<file path="src/rtl/core_pkg.sv">
`default_nettype none
// ============================================================================
// Module      : core_pkg
// Description : Shared types and constants for the branch checkpoint logic.
//               Holds the control-transfer opcodes, the default checkpoint
//               geometry, the per-slot record and the scheduler state
//               encoding.
// Revision    : 1.0 - initial release
// ============================================================================
package core_pkg;

    // Control-transfer opcodes that dispatch turns into checkpoint requests
    localparam logic [6:0] c_OPC_BRANCH = 7'b1100011;
    localparam logic [6:0] c_OPC_JAL    = 7'b1101111;
    localparam logic [6:0] c_OPC_JALR   = 7'b1100111;

    // Default checkpoint geometry
    localparam int c_DEPTH_DEF = 8;
    localparam int c_TAG_W_DEF = 3;

    // One checkpoint slot
    typedef struct packed {
        logic        valid;
        logic        resolved;
        logic [31:0] pc;
    } slot_t;

    // Scheduler state, explicit 1-bit encoding
    typedef enum logic [0:0] {
        ST_IDLE    = 1'b0,
        ST_RECOVER = 1'b1
    } state_t;

    // True when the opcode needs a RAT checkpoint
    function automatic logic is_ctrl_op(input logic [6:0] opc);
        return (opc == c_OPC_BRANCH) || (opc == c_OPC_JAL) || (opc == c_OPC_JALR);
    endfunction

endpackage
`default_nettype wire

</file>
<file path="src/rtl/ckpt_age_mask.sv">
`default_nettype none
// ============================================================================
// Module      : ckpt_age_mask
// Description : Combinational younger-than mask. Marks every live slot that
//               is strictly younger than i_tag, where age is measured from
//               the head pointer so that pointer wrap is handled naturally.
// Ports       : i_head, i_tail - ring pointers
//               i_full         - disambiguates head == tail (full vs empty)
//               i_tag          - reference slot
//               o_mask         - one bit per slot, 1 = younger than i_tag
// Revision    : 1.0 - initial release
// ============================================================================
module ckpt_age_mask #(
    parameter int DEPTH = 8,
    parameter int TAG_W = 3
) (
    input  logic [TAG_W-1:0] i_head,
    input  logic [TAG_W-1:0] i_tail,
    input  logic             i_full,
    input  logic [TAG_W-1:0] i_tag,
    output logic [DEPTH-1:0] o_mask
);

    logic [TAG_W:0]   w_live_len;
    logic [TAG_W-1:0] w_tag_age;

    // head == tail is ambiguous on its own; the full flag picks DEPTH over 0
    assign w_live_len = i_full ? (TAG_W+1)'(DEPTH) : {1'b0, i_tail - i_head};
    assign w_tag_age  = i_tag - i_head;

    genvar gi;
    generate
        for (gi = 0; gi < DEPTH; gi++) begin : g_slot
            logic [TAG_W-1:0] w_age;
            assign w_age      = TAG_W'(gi) - i_head;
            assign o_mask[gi] = (w_age > w_tag_age) && ({1'b0, w_age} < w_live_len);
        end
    endgenerate

endmodule
`default_nettype wire

</file>
<file path="src/rtl/branch_checkpoint_ctrl.sv">
`default_nettype none
// ============================================================================
// Module      : branch_checkpoint_ctrl
// Description : Scheduler for the RAT checkpoint ring. Hands a tag to each
//               dispatched branch/jump, asks the RAT to snapshot, retires
//               correctly resolved checkpoints in order, and on a mispredict
//               requests a RAT restore, flushes younger slots and stalls
//               dispatch for RECOVER_CYC cycles.
// Ports       : clk/rst                 - clock, async active-low reset
//               alloc_*                 - dispatch request / grant / tag
//               copy_rat, copy_tag      - RAT snapshot request (registered)
//               resolve_*               - branch unit resolution
//               exception_sig, mret_sig - full flush
//               paste_rat, paste_tag,
//               flush_mask              - RAT restore request (registered)
//               recover_busy            - dispatch stall
//               full, count, oldest_pc  - ring status
//               resolve_err             - sticky bad-resolve flag
// Revision    : 1.0 - initial release
// ============================================================================
module branch_checkpoint_ctrl
    import core_pkg::*;
#(
    parameter int DEPTH       = 8,
    parameter int TAG_W       = 3,
    parameter int RECOVER_CYC = 2
) (
    input  logic             clk,
    input  logic             rst,
    input  logic             alloc_req,
    input  logic [31:0]      alloc_pc,
    output logic             alloc_grant,
    output logic [TAG_W-1:0] alloc_tag,
    output logic             copy_rat,
    output logic [TAG_W-1:0] copy_tag,
    input  logic             resolve_valid,
    input  logic [TAG_W-1:0] resolve_tag,
    input  logic             resolve_mispredict,
    input  logic             exception_sig,
    input  logic             mret_sig,
    output logic             paste_rat,
    output logic [TAG_W-1:0] paste_tag,
    output logic [DEPTH-1:0] flush_mask,
    output logic             recover_busy,
    output logic             full,
    output logic [TAG_W:0]   count,
    output logic [31:0]      oldest_pc,
    output logic             resolve_err
);

    slot_t            r_slots [DEPTH];
    logic [TAG_W-1:0] r_head;
    logic [TAG_W-1:0] r_tail;
    logic [TAG_W:0]   r_count;
    state_t           r_state;
    logic [3:0]       r_rcnt;
    logic             r_copy_rat;
    logic [TAG_W-1:0] r_copy_tag;
    logic             r_paste_rat;
    logic [TAG_W-1:0] r_paste_tag;
    logic [DEPTH-1:0] r_flush_mask;
    logic             r_resolve_err;

    logic             w_flush_all;
    logic             w_res_live;
    logic             w_mp_hit;
    logic             w_ok_hit;
    logic             w_full;
    logic             w_grant;
    logic             w_retire;
    logic [TAG_W-1:0] w_head_next;
    logic [DEPTH-1:0] w_young_mask;
    slot_t            w_head_slot;

    assign w_flush_all = exception_sig | mret_sig;
    assign w_res_live  = r_slots[resolve_tag].valid;
    assign w_mp_hit    = resolve_valid & resolve_mispredict  & w_res_live & ~w_flush_all;
    assign w_ok_hit    = resolve_valid & ~resolve_mispredict & w_res_live & ~w_flush_all;
    assign w_full      = (r_count == (TAG_W+1)'(DEPTH));
    assign w_grant     = alloc_req & ~w_full & (r_state == ST_IDLE) & ~w_mp_hit & ~w_flush_all;
    assign w_head_slot = r_slots[r_head];

    // A mispredict on the head wipes the ring and leaves head in place, so
    // the head must not also advance in that cycle.
    assign w_retire    = w_head_slot.valid & w_head_slot.resolved & ~w_flush_all
                         & ~(w_mp_hit && (resolve_tag == r_head));
    assign w_head_next = r_head + TAG_W'(w_retire);

    ckpt_age_mask #(
        .DEPTH (DEPTH),
        .TAG_W (TAG_W)
    ) u_age_mask (
        .i_head (r_head),
        .i_tail (r_tail),
        .i_full (w_full),
        .i_tag  (resolve_tag),
        .o_mask (w_young_mask)
    );

    always_ff @(posedge clk or negedge rst) begin
        if (!rst) begin
            for (int i = 0; i < DEPTH; i++) r_slots[i] <= '0;
            r_head        <= '0;
            r_tail        <= '0;
            r_count       <= '0;
            r_state       <= ST_IDLE;
            r_rcnt        <= '0;
            r_copy_rat    <= 1'b0;
            r_copy_tag    <= '0;
            r_paste_rat   <= 1'b0;
            r_paste_tag   <= '0;
            r_flush_mask  <= '0;
            r_resolve_err <= 1'b0;
        end else if (w_flush_all) begin
            for (int i = 0; i < DEPTH; i++) r_slots[i] <= '0;
            r_head       <= '0;
            r_tail       <= '0;
            r_count      <= '0;
            r_state      <= ST_IDLE;
            r_rcnt       <= '0;
            r_copy_rat   <= 1'b0;
            r_paste_rat  <= 1'b0;
            r_flush_mask <= '0;
        end else begin
            r_copy_rat   <= w_grant;
            r_paste_rat  <= w_mp_hit;
            r_flush_mask <= w_mp_hit ? w_young_mask : '0;
            if (w_grant)  r_copy_tag  <= r_tail;
            if (w_mp_hit) r_paste_tag <= resolve_tag;
            if (resolve_valid && !w_res_live) r_resolve_err <= 1'b1;

            if (w_ok_hit) r_slots[resolve_tag].resolved <= 1'b1;
            if (w_retire) r_slots[r_head] <= '0;
            r_head <= w_head_next;

            if (w_mp_hit) begin
                for (int i = 0; i < DEPTH; i++) begin
                    if (w_young_mask[i] || (TAG_W'(i) == resolve_tag)) r_slots[i] <= '0;
                end
                r_tail  <= resolve_tag;
                r_count <= {1'b0, resolve_tag - w_head_next};
            end else begin
                if (w_grant) begin
                    r_slots[r_tail] <= '{valid: 1'b1, resolved: 1'b0, pc: alloc_pc};
                    r_tail          <= r_tail + 1'b1;
                end
                r_count <= r_count + (TAG_W+1)'(w_grant) - (TAG_W+1)'(w_retire);
            end

            case (r_state)
                ST_IDLE: begin
                    if (w_mp_hit) begin
                        r_state <= ST_RECOVER;
                        r_rcnt  <= 4'(RECOVER_CYC - 1);
                    end
                end
                ST_RECOVER: begin
                    if (w_mp_hit) begin
                        r_rcnt <= 4'(RECOVER_CYC - 1);
                    end else if (r_rcnt == 4'd0) begin
                        r_state <= ST_IDLE;
                    end else begin
                        r_rcnt <= r_rcnt - 4'd1;
                    end
                end
                default: r_state <= ST_IDLE;
            endcase
        end
    end

    assign alloc_grant  = w_grant;
    assign alloc_tag    = r_tail;
    assign copy_rat     = r_copy_rat;
    assign copy_tag     = r_copy_tag;
    assign paste_rat    = r_paste_rat;
    assign paste_tag    = r_paste_tag;
    assign flush_mask   = r_flush_mask;
    assign recover_busy = (r_state == ST_RECOVER);
    assign full         = w_full;
    assign count        = r_count;
    assign oldest_pc    = w_head_slot.valid ? w_head_slot.pc : 32'd0;
    assign resolve_err  = r_resolve_err;

endmodule
`default_nettype wire

</file>
<file path="config.mk">
export PLATFORM = sky130hd
export DESIGN_NAME = branch_checkpoint_ctrl
export DESIGN_NICKNAME = d
export VERILOG_FILES = /design/src/rtl/core_pkg.sv /design/src/rtl/ckpt_age_mask.sv /design/src/rtl/branch_checkpoint_ctrl.sv
export SDC_FILE = /design/constraint.sdc
export NUM_CORES = 1
export LEC_CHECK = 0
export CAP_MARGIN = 5
export CORE_ASPECT_RATIO = 0.75
export CORE_MARGIN = 2
export CORE_UTILIZATION = 35
export CTS_CLUSTER_DIAMETER = 150
export DETAILED_ROUTE_END_ITERATION = 7
export SYNTH_ARGS = -nofsm -noshare
export SYNTH_HDL_FRONTEND = slang
export SYNTH_SLANG_ARGS = --single-unit
</file>
<file path="constraint.sdc">
create_clock -name clk -period 4.25 [get_ports clk]
set_clock_uncertainty 0.05 [all_clocks]
set_input_delay 0.425 -clock clk [delete_from_list [all_inputs] [get_ports clk]]
set_output_delay 0.425 -clock clk [all_outputs]
set_load 0.005 [all_outputs]
</file>
# [Word level (Yosys, flattened, before mapping)]
# Cells that the tools add are included.
[word_totals] word_cells=189 inputBits=42 out_inout_bits=59 register_bits=304
[classes] order_cmp=22 bitwise=25 reduce_logical=29 n_addsub=16 n_eq_ne=11 muxes=51
[ops] cell="$mux 272" count=7
[ops] cell="$bwmux 272" count=2
[ops] cell="$mux 34" count=14
[ops] cell="$demux 34 s3" count=3
[ops] cell="$and 272x272->272" count=1
[ops] cell="$not 272->272" count=1
[ops] cell="$bmux 34 s3" count=2
[ops] cell="$mux 33" count=1
[ops] cell="$lt 3x4->1" count=8
[ops] cell="$mux 32" count=1
[ops] cell="$mux 4" count=7
[ops] cell="$gt 3x3->1" count=8
[ops] cell="$mux 8" count=2
[ops] cell="$and 1x1->1" count=13
[ops] cell="$logic_and 1x1->1" count=13
[ops] cell="$eq 3x3->1 const A" count=4
[ops] cell="$ge 4x4->1 const B" count=3
[ops] cell="$lt 4x1->1 const B" count=3
[ops] cell="$mux 3" count=4
[ops] cell="$not 3->4" count=3
[ops] cell="$sub 3x3->3 const A" count=4
[ops] cell="$sub 3x3->3" count=3
[ops] cell="$logic_or 1x1->1" count=8
[ops] cell="$pmux 4 s2" count=1
[ops] cell="other kinds (22)" count=38

# [Depth between registers and ports, before layout]
[depth] ltp_word=15 ltp_mapped=16 depth_no_buf=13

# [Modules after synthesis]
# A second synthesis with hierarchy kept.
[unflattened] hier_cells=1772 hier_area_um2=16827.4
[modules_own_cells] module="branch_checkpoint_ctrl" seq_area_each_um2=7607.3 cells_each=1672 instances=1 area_each_um2=15986.6
[modules_own_cells] module="ckpt_age_mask" seq_area_each_um2=0.0 cells_each=100 instances=1 area_each_um2=840.8

# [Worst setup path before layout]
# No wires, ideal clock.
[synth_timing] path_type="reg2reg" startpoint="register r_head[1]" endpoint="register r_count[2] (netlist: count[2])" path_buffers=3 arrival_ps=3931 setup_slack_ps=175 stages_incl_launch_ff=17 period_less_slack_ps=4075 path_cell_list="dfrtp_1 > clkbuf_1 > clkbuf_1 > clkbuf_1 > inv_1 > ha_1 > nand2_1 > nor4_1 > nand3_1 > and2_1 > ha_1 > ha_1 > fa_1 > xnor2_1 > xnor2_1 > nor2_1 > a211oi_1"
[synth_via] elab_chain_len=11 word_cells_on_any_way=15 cone_classes="add/sub: 3; eq/ne: 1; mux: 5; bitwise: 5; reduce/logical: 1"
[synth_lines] item="from (decl)" line_no="branch_checkpoint_ctrl.sv:52" source="logic [TAG_W-1:0] r_head;"
[synth_lines] item="from (signal assigned)" line_no="branch_checkpoint_ctrl.sv:134" source="r_head <= w_head_next;"
[synth_lines] item="$not 3->4 (not written as such)" line_no="branch_checkpoint_ctrl.sv:81" source="assign w_head_slot = r_slots[r_head];"
[synth_lines] item="$bmux 34 s3" line_no="branch_checkpoint_ctrl.sv:81"
[synth_lines] item="$mux 34 (not written as such) (2 in a row)" line_no="branch_checkpoint_ctrl.sv:81"
[synth_lines] item="$and 1x1->1 (2 in a row)" line_no="branch_checkpoint_ctrl.sv:85" source="assign w_retire = w_head_slot.valid & w_head_slot.resolved & ~w_flush_all"
[synth_lines] item="$and 1x1->1" line_no="branch_checkpoint_ctrl.sv:86" source="& ~(w_mp_hit && (resolve_tag == r_head));"
[synth_lines] item="$add 3x1->3" line_no="branch_checkpoint_ctrl.sv:87" source="assign w_head_next = r_head + TAG_W'(w_retire);"
[synth_lines] item="$sub 3x3->3" line_no="branch_checkpoint_ctrl.sv:141" source="r_count <= {1'b0, resolve_tag - w_head_next};"
[synth_lines] item="$mux 4 (*)" line_no="branch_checkpoint_ctrl.sv:136" source="if (w_mp_hit) begin"
[synth_lines] item="$mux 4 (*)" line_no="branch_checkpoint_ctrl.sv:114" source="end else if (w_flush_all) begin"
[synth_lines] item="to (signal assigned)" line_no="branch_checkpoint_ctrl.sv:141"
[synth_lines] item="to (signal assigned)" line_no="branch_checkpoint_ctrl.sv:147" source="r_count <= r_count + (TAG_W+1)'(w_grant) - (TAG_W+1)'(w_retire);"
[synth_lines] item="to (decl)" line_no="branch_checkpoint_ctrl.sv:54" source="logic [TAG_W:0] r_count;"
# Mark *: on every way between the ends. The rest lies on a longest branch, timed or not. The select of a mux whose other input is x is not followed.
# A chain may end at the register's enable or synchronous reset.

# [Worst setup path in the final report]
[layout_timing] startpoint="register r_count[2] (netlist: count[2])" endpoint="output alloc_grant"
[layout_via] elab_chain_len=6
[layout_lines] item="$eq 4x4->1" line_no="branch_checkpoint_ctrl.sv:79" source="assign w_full = (r_count == (TAG_W+1)'(DEPTH));"
[layout_lines] item="$not 1->1" line_no="branch_checkpoint_ctrl.sv:80" source="assign w_grant = alloc_req & ~w_full & (r_state == ST_IDLE) & ~w_mp_hit & ~w_flush_all;"
[layout_lines] item="$and 1x1->1 (4 in a row)" line_no="branch_checkpoint_ctrl.sv:80"
[layout_lines] item="to (decl)" line_no="branch_checkpoint_ctrl.sv:32" source="output logic alloc_grant,"
# No other way between the ends.

==> results.toml <==
[run_status]
run_status = "finished, final reports clean"

[synth]
postSynth.asyncResetShare_pct = 100
synth.lib_cells_used.distinct = 70
post-synth-top-area-cell = "dfrtp_1"
netlist_instances = 1674
synth-warning-count = 0
number_of_synthesized_flops_with_an_enable_pin = 0
synthFlopType = "dfrtp_1"
ys_seq_area_share_pct = 46.4
top_post_synthesis_cells_by_area = "dfrtp_1 (46%), mux4_2 (9.3%), a21oi_1 (7.7%), nand3_1 (6.3%), o21ai_0 (5.9%)"
synthesis.area_mm2 = 0.0164
synth_top_cell_area_share_pct = 46.4
synthesized_flop_and_latch_total = 304
postSynthNetCount = 1754
syn-mean-instance-area_um2 = 9.79

[placement]
detailedPlacementHpwl_um = 32500
gpl.final_weighted_congestion = 0.928
numPortBuffers = 100

[worst_setup_path]
critical_path_data_required_time_ns = 3.77
worstSetupStartpointType = "flip-flop"
critical_path_cell_by_cell = "inv_1 -> ha_1 -> or3b_2 -> buf_4 -> inv_1 -> nor3b_1 -> nand3_1 -> inv_1 -> clkdlybuf4s50_1"
path_common_cell = "inv_1"
end_kind = "primary output"
worst_path_dominant_cell_family = "buffers and inverters"
critical_path_peak_fanout = 10
critical_path.n_buffers_inverters = 5
crit_path_top_delay_cell = "clkdlybuf4s50_1"
slowest_delay_ns = 0.53
rrSetupSlack_ns = 0.38
data_arrival_critical_path_ns = 3.42
setup.worst_path.class = "reg2out"

[clock_tree]
ctsResizeCount = 0
clk_pin_slew_ns = 0.06
cts_root_buffer = "clkbuf_16"
tritoncts = "done"
clock_sinks = 304
worst_skew_pair.late_latency_ns = 0.58
total_clock_buffers_created_by_cts = 31
h-tree-depth = 1
cts_buffer_depth = 3

[layout]
layout.nets = 1798
n_antenna_cell = 0
area_growth_syn_to_layout_pct = 17.8
drive_above_1_share_pct = 13.3
layout.core_utilization_pct = 41.9

[global_routing]
first_global_vias = 14200
grt_use_met1_pct = 33.1
overflow = 0
grt_first_pass_wirelength_um = 86300
grt.busiest_layer = "met2"
antenna_found_initial = 1
globalRouteMet3Util_pct = 4.28
grtUsageMet2_pct = 35.5
grt_start_max_net_pins = 117
grt_resource_usage_total_pct = 23.0

[sta]
timing.max_slew.rel_slack_pct = 34.8
fin_crit_ns = 3.90
grt_setup_unrepaired = "no"
min_period_over_period_pct = 91.7
report.final.hold_viol_count = 0
timing_worst_slew_pin_value_ns = 0.978
timing_max_transition_violations_final = 0
max_clock_freq_mhz = 257
setup-tns-final_ns = 0
setup_violations = 0

[drt]
drt_first_iter_violations = 1754
num_vias = 14300
drt_first_pass_iters = 5
totalWireLength_um = 55900
remaining_drc_errors = 0
routed_wire_length_per_instance_um = 23.6
routed_via_density = 6.03
antenna_left = 0

[floorplan]
die_w_um = 254
die_area_mm2 = 0.0486
die_y_um = 191
floorplan.core_area_mm2 = 0.0461
floorplan.rows = 68
io_pins = 101
starting_utilization_of_the_core_area_pct = 35.6

[run]
max_cap_violations = 0

[min_path]
hold_path_class = "reg2reg"

[power]
irDropWorstVdd_mv = 0.273
power_leakage_nw = 7.54
power.density_cell_area_mw_per_mm2 = 327
==> path summary, 6_finish.rpt <==
check,from,end,cells after the start
setup reg to reg,r_head[0],r_slots[249],12
setup / recovery,count[2],alloc_grant,9
min in group asynchronous,rst,r_rcnt[2],2
hold / removal,resolve_err,resolve_err,1
hold reg to reg,resolve_err,resolve_err,1
max in group asynchronous,rst,r_slots[167],3
==> metrics by stage <==
stage          total power [W]  worst slack (ns)  area [um^2]  std cells  hold slack, ns
2_1_floorplan          0.00318             0.175        16400       1674          0.0794
3_3_place_gp           0.00344             0.378        18200       2314           0.406
3_5_place_dp           0.00345             0.279        18200       2314           0.409
4_1_cts                0.00636             0.348        19300       2373           0.430
5_1_grt                0.00653            0.0260        19300       2373           0.438
6_report               0.00632             0.352        19300       2373           0.424
==> report_power, final <==
group / total (W) / leakage, nW / internal, W / switching (W)
registers: 0.00293 / 4.22 / 0.00292 / 0.0000152
clock network: 0.00292 / 0.537 / 0.00169 / 0.00122
logic: 0.000467 / 2.78 / 0.000158 / 0.000309
total: 0.00632 / 7.54 / 0.00477 / 0.00155
==> kinds of logic after synthesis <==
group / after synthesis / synth area share [%]
AO/OA/AOI/OAI: 557 / 19.2
XOR/XNOR: 18 / 1.14
adder cells (fa/ha/maj): 46 / 3.57
buffers and inverters: 195 / 5.40
flip-flops: 304 / 46.4
multiplexers: 73 / 9.68
AND/OR/NAND/NOR: 481 / 14.6
==> flip-flops by register name, indices dropped and copies added, names as in the netlist <==
signal        cells
r_slots         272
flush_mask        8
count             4
r_rcnt            4
alloc_tag         3
copy_tag          3
paste_tag         3
r_head            3
copy_rat          1
paste_rat         1
recover_busy      1
resolve_err       1
==> routing by layer <==
layer	routed length, um	vias up
met5	0	-
met3	5260	107
met4	1260	0
met1	24300	7258
li1	-	6164
met2	25100	771
==> worst register-to-register path, delay by kind of cell (launching register included) <==
family                     cells  cell delay, ns
AOI/OAI and AO/OA              4            1.11
xor gates and xnor gates       1            0.31
adders and majority gates      3            1.02
DFF                            1            0.59
and+or+nand+nor                3            0.46
buffers and inverters          1            0.20
==> cells in the mapped netlist (all sizes together) (9+ instances only) <==
cell    number
nand3      206
o21ai      202
inv         35
nor2        85
nor2b        9
and3        29
buf         78
nand2       98
nor4        15
a22o        33
mux4        68
xnor2        9
a21oi      254
dfrtp      304
clkbuf      81
ha          34
o21a        27
==> layout make-up <==
type | instances | area [um^2]
fill | 4488 | 26800
multi-input combinational | 1175 | 7970
clock inverter | 14 | 158
timing repair buffer | 170 | 1720
inverter | 36 | 138
tap | 630 | 788
clock buffer | 44 | 925
sequential | 304 | 7620
==> placed cells by master (no fill, tap or decap), types with 7 or more instances in the layout <==
cell,synthesis,layout
nand3_1,205,205
clkbuf_8,0,10
nor4_1,9,9
clkbuf_16,0,31
inv_1,31,31
o21a_1,27,27
nor2_1,85,84
a21oi_1,253,252
clkdlybuf4s50_1,0,99
nand4_1,8,8
clkinv_2,0,7
nor2b_1,9,9
and3_1,29,29
xnor2_1,9,9
maj3_1,8,8
a22o_1,33,33
buf_12,0,15
dfrtp_1,304,301
nand2_1,97,97
a21boi_1,7,7
o21ai_0,194,194
buf_4,5,54
ha_1,34,34
mux4_2,68,68
==> what timing repair did <==
action / in CTS / in global routing
endpoints found under the setup margin: 0 / 0
endpoints found under the hold margin: 108 / 0
setup buffers: 0 / 0
hold buffers: 1 / 0
Note: power is estimated with default switching activity, not from simulation.
